**src/rtl/ahb_lite_master_pkg.sv**
```systemverilog
// ahb_lite_master_pkg: AHB-Lite encodings and master FSM states,
// shared with the decoder and the slaves.
package ahb_lite_master_pkg;
    typedef enum logic [1:0] {
        HT_IDLE   = 2'b00,
        HT_BUSY   = 2'b01,
        HT_NONSEQ = 2'b10,
        HT_SEQ    = 2'b11
    } htrans_t;
    localparam logic [2:0] HSIZE_BYTE = 3'd0;
    localparam logic [2:0] HSIZE_HALF = 3'd1;
    localparam logic [2:0] HSIZE_WORD = 3'd2;
    localparam logic HRESP_OKAY  = 1'b0;
    localparam logic HRESP_ERROR = 1'b1;
    typedef enum logic [2:0] {ST_IDLE, ST_ADDR, ST_DATA, ST_ERR, ST_RESP} state_t;
    // Size 3 is reserved and always rejected.
    function automatic logic misaligned(input logic [1:0] size, input logic [1:0] lsb);
        return (size == 2'd3) || (size == HSIZE_HALF[1:0] && lsb[0]) ||
               (size == HSIZE_WORD[1:0] && lsb != 2'b00);
    endfunction
endpackage

```
**src/rtl/ahb_lite_master_if.sv**
```systemverilog
// ahb_lite_master_if: CPU request/response and AHB-Lite bus signals of the
// single-master initiator.
interface ahb_lite_master_if
    import ahb_lite_master_pkg::*;
#(
    parameter int ADDR_WIDTH = 32,
    parameter int DATA_WIDTH = 32
);
    logic                  req;
    logic                  we;
    logic [ADDR_WIDTH-1:0] addr;
    logic [1:0]            size;
    logic [DATA_WIDTH-1:0] wdata;
    logic                  ack;
    logic [DATA_WIDTH-1:0] rdata;
    logic                  err;
    logic                  busy;
    logic [ADDR_WIDTH-1:0] haddr;
    htrans_t               htrans;
    logic                  hwrite;
    logic [2:0]            hsize;
    logic [DATA_WIDTH-1:0] hwdata;
    logic [DATA_WIDTH-1:0] hrdata;
    logic                  hready;
    logic                  hresp;
    modport master (
        input  req, we, addr, size, wdata, hrdata, hready, hresp,
        output ack, rdata, err, busy, haddr, htrans, hwrite, hsize, hwdata
    );
    modport slave (
        output req, we, addr, size, wdata, hrdata, hready, hresp,
        input  ack, rdata, err, busy, haddr, htrans, hwrite, hsize, hwdata
    );
endinterface

```
**src/rtl/ahb_lite_master.sv**
```systemverilog
// ahb_lite_master: turns held CPU load/store requests into single NONSEQ
// AHB-Lite transfers and returns read data or an error with a one-cycle ack.
module ahb_lite_master
    import ahb_lite_master_pkg::*;
(
    input  logic              i_hclk,
    input  logic              i_hreset,
    ahb_lite_master_if.master bus
);
    state_t                       state;
    logic [$bits(bus.wdata)-1:0]  wdata_q;

    // Accept-cycle stall comes straight from req so the pipeline freezes at once.
    assign bus.busy = (state == ST_ADDR) || (state == ST_DATA) || (state == ST_ERR) ||
                      (state == ST_IDLE && bus.req);

    always_ff @(posedge i_hclk or negedge i_hreset) begin
        if (!i_hreset) begin
            state      <= ST_IDLE;
            wdata_q    <= '0;
            bus.htrans <= HT_IDLE;
            bus.haddr  <= '0;
            bus.hwrite <= 1'b0;
            bus.hsize  <= '0;
            bus.hwdata <= '0;
            bus.rdata  <= '0;
            bus.ack    <= 1'b0;
            bus.err    <= 1'b0;
        end else begin
            case (state)
                ST_IDLE: if (bus.req) begin
                    if (misaligned(bus.size, bus.addr[1:0])) begin
                        state   <= ST_RESP;
                        bus.ack <= 1'b1;
                        bus.err <= 1'b1;
                    end else begin
                        state      <= ST_ADDR;
                        bus.htrans <= HT_NONSEQ;
                        bus.haddr  <= bus.addr;
                        bus.hwrite <= bus.we;
                        bus.hsize  <= {1'b0, bus.size};
                        wdata_q    <= bus.wdata;
                    end
                end
                ST_ADDR: if (bus.hready) begin
                    state      <= ST_DATA;
                    bus.htrans <= HT_IDLE;
                    bus.hwdata <= wdata_q;
                end
                ST_DATA: begin
                    if (bus.hready) begin
                        state   <= ST_RESP;
                        bus.ack <= 1'b1;
                        bus.err <= bus.hresp;
                        if (!bus.hwrite && bus.hresp == HRESP_OKAY)
                            bus.rdata <= bus.hrdata;
                    end else if (bus.hresp == HRESP_ERROR) begin
                        state <= ST_ERR;
                    end
                end
                ST_ERR: if (bus.hready) begin
                    state   <= ST_RESP;
                    bus.ack <= 1'b1;
                    bus.err <= 1'b1;
                end
                default: begin
                    state   <= ST_IDLE;
                    bus.ack <= 1'b0;
                end
            endcase
        end
    end
endmodule
```
**src/flat_wrapper.sv**
```systemverilog
// flat-port wrapper written by rule: the top's interface ports become plain ports
module ahb_lite_master_flat import ahb_lite_master_pkg::*;
  (i_hclk, i_hreset, bus_req, bus_we, bus_addr, bus_size, bus_wdata, bus_hrdata, bus_hready, bus_hresp, bus_ack, bus_rdata, bus_err, bus_busy, bus_haddr, bus_htrans, bus_hwrite, bus_hsize, bus_hwdata);
  ahb_lite_master_if bus_i ();
  input  logic i_hclk;
  input  logic i_hreset;
  input wire logic [$bits(bus_i.req)-1:0] bus_req;
  input wire logic [$bits(bus_i.we)-1:0] bus_we;
  input wire logic [$bits(bus_i.addr)-1:0] bus_addr;
  input wire logic [$bits(bus_i.size)-1:0] bus_size;
  input wire logic [$bits(bus_i.wdata)-1:0] bus_wdata;
  input wire logic [$bits(bus_i.hrdata)-1:0] bus_hrdata;
  input wire logic [$bits(bus_i.hready)-1:0] bus_hready;
  input wire logic [$bits(bus_i.hresp)-1:0] bus_hresp;
  output wire logic [$bits(bus_i.ack)-1:0] bus_ack;
  output wire logic [$bits(bus_i.rdata)-1:0] bus_rdata;
  output wire logic [$bits(bus_i.err)-1:0] bus_err;
  output wire logic [$bits(bus_i.busy)-1:0] bus_busy;
  output wire logic [$bits(bus_i.haddr)-1:0] bus_haddr;
  output wire logic [$bits(bus_i.htrans)-1:0] bus_htrans;
  output wire logic [$bits(bus_i.hwrite)-1:0] bus_hwrite;
  output wire logic [$bits(bus_i.hsize)-1:0] bus_hsize;
  output wire logic [$bits(bus_i.hwdata)-1:0] bus_hwdata;
  assign bus_i.req = bus_req;
  assign bus_i.we = bus_we;
  assign bus_i.addr = bus_addr;
  assign bus_i.size = bus_size;
  assign bus_i.wdata = bus_wdata;
  assign bus_i.hrdata = bus_hrdata;
  assign bus_i.hready = bus_hready;
  assign bus_i.hresp = bus_hresp;
  assign bus_ack = bus_i.ack;
  assign bus_rdata = bus_i.rdata;
  assign bus_err = bus_i.err;
  assign bus_busy = bus_i.busy;
  assign bus_haddr = bus_i.haddr;
  assign bus_htrans = bus_i.htrans;
  assign bus_hwrite = bus_i.hwrite;
  assign bus_hsize = bus_i.hsize;
  assign bus_hwdata = bus_i.hwdata;
  ahb_lite_master u_core (.i_hclk(i_hclk), .i_hreset(i_hreset), .bus(bus_i));
endmodule
```
**config.mk**
```make
export PLATFORM = sky130hd
export DESIGN_NAME = ahb_lite_master_flat
export DESIGN_NICKNAME = d
export VERILOG_FILES = /design/src/rtl/ahb_lite_master_pkg.sv /design/src/rtl/ahb_lite_master_if.sv /design/src/rtl/ahb_lite_master.sv /design/src/flat_wrapper.sv
export SDC_FILE = /design/constraint.sdc
export NUM_CORES = 1
export LEC_CHECK = 0
export CAP_MARGIN = 10
export CORE_MARGIN = 2
export CORE_UTILIZATION = 43
export CTS_BUF_LIST = sky130_fd_sc_hd__clkbuf_16
export DETAILED_ROUTE_END_ITERATION = 8
export GPL_TIMING_DRIVEN = 0
export MAX_ROUTING_LAYER = met4
export PLACE_DENSITY = 0.79
export SETUP_SLACK_MARGIN = 0.5
export SLEW_MARGIN = 20
export SYNTH_ARGS = -nofsm -noshare
export SYNTH_HDL_FRONTEND = slang
export SYNTH_SLANG_ARGS = --single-unit
```
**constraint.sdc**
```tcl
create_clock -name i_hclk -period 2.1 [get_ports i_hclk]
set_clock_uncertainty 0.2 [all_clocks]
set_input_delay 0.525 -clock i_hclk [delete_from_list [all_inputs] [get_ports i_hclk]]
set_output_delay 0.525 -clock i_hclk [all_outputs]
set_load 0.03 [all_outputs]
```
Word level (Yosys, flattened, before mapping)
Cells that the tools add are included.
W data, S select, Z words.
- flip-flop bits (word level): 138
- bits of input ports: 104
- word-level logic and storage cells: 66
- bitwise gates (word level): 3
- reductions and logical operators: 22
- mux-type cells: 17
- equal/unequal tests: 14
- operators by type and width (cell ; count):
    $mux W3 ; 6
    $ne A2 B2 Y1 const B ; 6
    $pmux W3 S4 ; 1
    $reduce_and A4 Y1 ; 3
    $eq A3 B2 Y1 const B ; 2
    $mux W2 ; 3
    $pmux W1 S3 ; 2
    $reduce_and A3 Y1 ; 2
    $logic_or A1 B1 Y1 ; 5
    $reduce_and A5 Y1 ; 1
    $eq A2 B2 Y1 const B ; 2
    $logic_and A1 B1 Y1 ; 4
    $mux W1 ; 4
    $pmux W2 S2 ; 1
    $reduce_bool A2 Y1 ; 2
    $eq A3 B1 Y1 const B ; 1
    $logic_not A3 Y1 ; 1
    $ne A3 B3 Y1 const B ; 1
    $not A1 Y1 ; 3
    $reduce_bool A3 Y1 ; 1
    $eq A2 B1 Y1 const B ; 1
    $ne A2 B1 Y1 const B ; 1
    $reduce_and A2 Y1 ; 1
    $reduce_or A2 Y1 ; 1
    $logic_not A1 Y1 ; 1

Logic depth before layout (Yosys ltp)
- depth after elaboration: 7
- mapped depth: 6

Least setup slack after synthesis
Ideal clock, no wire load.
- path type: input -> register
- from: in bus_size[0]
- to: reg u_core.bus.haddr[18]
- buffers on the path: 2
- arrival: 1527 ps
- setup time: 125 ps
- slack: 248 ps
- data required time: 1775 ps
- cell stages on the path: 5
- cells stage by stage: o31ai_4 -> nand3_2 -> buf_6 -> buf_6 -> mux2_4
- word-level cells in the longest chain between the ends: 6
- elaborated cells on any way between the ends: 9
- classes of those cells: 3 x eq/ne; 1 x bitwise; 5 x reduce/logical
- ends and longest elaborated chain (what ; line ; RTL):
    from (decl) ; flat_wrapper.sv:10 ; input wire logic [$bits(bus_i.size)-1:0] bus_size;
    $eq A2 B1 Y1 ; ahb_lite_master_pkg.sv:18 ; return (size == 2'd3) || (size == HSIZE_HALF[1:0] && lsb[0]) ||
    $logic_and A1 B1 Y1 ; ahb_lite_master_pkg.sv:18 ;
    $logic_or A1 B1 Y1 ; ahb_lite_master_pkg.sv:18 ;
    $logic_or A1 B1 Y1 * ; ahb_lite_master_pkg.sv:18 ;
    $not A1 Y1 (no line) * ; n/a ;
    $reduce_and A3 Y1 (no line) * ; n/a ;
    to (signal assigned) ; ahb_lite_master.sv:39 ; bus.haddr <= bus.addr;
    to (decl) ; ahb_lite_master_if.sv:28 ; output ack, rdata, err, busy, haddr, htrans, hwrite, hsize, hwdata
Mark *: on every way between the ends. The rest lies on a longest branch, timed or not.
A chain may end at the register's enable or synchronous reset.

Worst setup path after layout
- from: reg u_core.state[0]
- to: out bus_busy
- word-level cells in the longest chain between the ends: 4
- elaborated cells on any way between the ends: 8
- classes of those cells: 3 x eq/ne; 5 x reduce/logical
- ends and longest elaborated chain (what ; line ; RTL):
    from (decl) ; ahb_lite_master.sv:10 ; state_t state;
    from (signal assigned) ; ahb_lite_master.sv:19 ; state <= ST_IDLE;
    from (signal assigned) ; ahb_lite_master.sv:33 ; state <= ST_RESP;
    from (signal assigned) ; ahb_lite_master.sv:37 ; state <= ST_ADDR;
    $eq A3 B1 Y1 / $eq A3 B2 Y1 (equally long branches) ; ahb_lite_master.sv:14 ; assign bus.busy = (state == ST_ADDR) || (state == ST_DATA) || (state == ST_ERR) ||
    $logic_or A1 B1 Y1 (2 in a row) ; ahb_lite_master.sv:14 ;
    $logic_or A1 B1 Y1 * ; ahb_lite_master.sv:14 ;
    to (decl) ; flat_wrapper.sv:18 ; output wire logic [$bits(bus_i.busy)-1:0] bus_busy;
Marked as above.

==> out/results.ini <==
[run_status]
status = complete, but fails checks
violations = negative hold slack

[pwr]
ir_worst_vdd_mv = 0.982
net-switching-power_mw = 5.35
seqPwrFrac = 0.309
cellLeakagePower_nw = 4.55
clock_power_share = 0.168
p_int_mw = 10.0
finalPower_mw = 15.4
p_sw_frac = 0.348
powerDensity_nw_per_um2 = 1620
combPwrFrac = 0.522

[worst_setup_path]
r2r-end = u_core.bus.rdata[28]
crit_chain = nor3_4 -> nor2_2 -> buf_6
critical_path_required_ps = 1370
r2r-start = u_core.state[2]
start_kind = register
arrival_ps = 1250
critPathMaxFanout = 5
reg2regPathDepth = 7
critPathCaptureType = output port
slowest_stage = dfrtp_2
critPathMaxStageDelay_ps = 450
timing.reg2reg.setup_slack_ps = 150
crit_type = reg2out

[clock_network]
cts_root_buffer = clkbuf_16
cts_made_buffers = 17
clk_pin_slew_ps = 60
clock_latency_ps = 410
cts.sinks = 137
tritoncts = built
clockBufferDepth = 2
htree_levels = 4

[yosys]
netlist_area_sq_um = 5300
synth_area_per_cell_sq_um = 16.7
synth_seq_cells = 137
synth_top_area_frac = 0.647
synth-seq-area-share = 0.647
synth_cells = 317
synth_area_leader_cell = dfrtp_1
synth_warnings = 0
synth_cell_types = 26
ys_top_cells_by_area = dfrtp_1 (65%), mux2_2 (23%), mux2_4 (5.4%)

[detailed_routing]
via_count = 3843
dr.pass1.iters = 4
drcViolationCount = 0
totalWireLength_mm = 14.6
via_per_inst = 4.82
drt_iter0_drc = 124
wl_per_cell_microns = 18.4
antenna_left = 0

[worst_hold_path]
hold_class = in2async

[die]
die_w_microns = 115
die_h_microns = 115
dieArea_sq_um = 13200
rows = 40
io_pins = 209
core-area_sq_um = 12000
initial_core_util = 0.441

[timing]
fin_tns_setup_ps = 0
timing.hold.ws_ps = -128
worst_pin_slew_ps = 561
period_needed_ps = 1970
setup_viol = 0
finalCritPeriodShare = 0.940
rsz0062_at_grt = yes
drv_slew = 0
finalHoldViolations = 72
timing.fmax_ghz = 0.507
relSlewSlack = 0.626

[placed_design]
hpwlAfterDp_mm = 8.90
port_buffers = 206
gp_congestion = 0.727

[global_routing]
grtUsageTotal = 0.210
antenna_found_initial = 0
grt.overflow.total = 0
grt_max_degree = 74
grt_pass1_vias = 4017
grt_pass1_wl_mm = 20.5

[cells_and_area]
drive_gt1_frac = 0.586
final_common_cell = dfrtp_1
diodes = 0
mostFrequentLayoutCells = dfrtp_1 (136), buf_6 (106), clkdlybuf4s50_1 (97)
nFillCells = 678
area_delta_synth_final_pct = 78.4
nets = 743

[job]
drv_cap = 0

==> routing by layer <==
layer / GRT usage / wire length [microns] / part of all wire
met1: 0.243 / 5870 / 0.40
met2: 0.345 / 7600 / 0.52
met3: 0.0701 / 961 / 0.066
met4: 0.0707 / 210 / 0.014
met5: - / 0 / 0
==> timing repair <==
item / in CTS / in global routing
setup buffers: 50 / 40
gates cloned: 0 / 5
gates resized for setup: 737 / 18
pin swaps: 4 / 2
endpoints found under the setup margin: 235 / 238
endpoints found under the hold margin: 72 / 72
==> stage by stage <==
step | cells | hold slack [ps] | area (sq um) | setup WS, ps | util
after detailed placement | 672 | 290 | 7900 | -544 | 0.658
after global routing | 797 | -105 | 9460 | 70.9 | 0.787
final | 797 | -128 | 9460 | 127 | 0.787
after global placement | 671 | 282 | 7870 | -4910 | 0.655
after CTS | 752 | -106 | 8950 | 102 | 0.745
after floorplan | 318 | 29.4 | 5620 | 249 | -
==> cells by family (layout without fill, tap and decap cells) <==
group	after synthesis	count (layout)	synth area share
other	1	2	0.000708
DFF	137	137	0.647
and+or+nand+nor	15	15	0.0158
AOI/OAI and AO/OA	11	11	0.0163
muxes	132	132	0.294
buffers and inverters	21	353	0.0264
==> registers in the layout (all words and copies together), names as in the netlist <==
name	cells
u_core.bus.htrans	1
u_core.bus.rdata	32
u_core.bus.hsize	2
u_core.bus.hwrite	1
u_core.bus.hwdata	32
u_core.bus.haddr	32
u_core.wdata_q	32
u_core.bus.err	1
u_core.state	3
u_core.bus.ack	1
==> cells in the mapped netlist <==
cell type and number:
dfrtp_1 137, mux2_2 106, mux2_4 19, buf_4 8, buf_2 7, mux2_1 6
nor2_1 5, a21oi_1 3, buf_6 3, inv_1 3, nor3_1 3, a21o_1 2
o21ai_0 2, a221oi_1 1, a31oi_1 1, and3b_1 1, conb_1 1, mux2i_1 1
nand2_1 1, nand3_1 1, nand3_2 1, nor2_2 1, nor2b_1 1, nor3_2 1
o21ba_2 1, o31ai_4 1
==> critical path, delay by kind of cell (launching register included) <==
| kind | cells | cell delay, ps |
|---|---|---|
| flops | 1 | 450 |
| simple gates | 2 | 260 |
| buf+inv | 1 | 130 |
==> worst max path at each step <==
stage,start,endpoint,slack [ps]
after detailed placement,bus_req,bus_busy,-540
after floorplan,bus_size[0],u_core.bus.haddr[28],250
final,u_core.state[0],bus_busy,130
after global placement,i_hreset,u_core.wdata_q[24],-4910
after global routing,u_core.state[0],bus_busy,70
after CTS,u_core.state[0],bus_busy,100
==> layout make-up <==
type,count,area (sq um),area share
Timing Repair Buffer,302,3040,0.321
Inverter,3,11.3,0.00119
Multi-Input combinational cell,160,2030,0.215
Buffer,18,258,0.0273
Clock inverter,13,75.1,0.00794
Sequential cell,137,3430,0.363
Clock buffer,17,425,0.0450
Tap cell,147,184,0.0195
==> power by group through the flow <==
stage / Sequential, mW / Clock (mW) / Combinational, mW
after floorplan: 6.30 / 0 / 2.20
after global placement: 4.53 / 0 / 6.38
after detailed placement: 4.61 / 0 / 6.47
after CTS: 4.72 / 2.62 / 7.38
after global routing: 4.89 / 2.77 / 8.40
final: 4.75 / 2.58 / 8.02
Power figures use the tool's default switching activity.
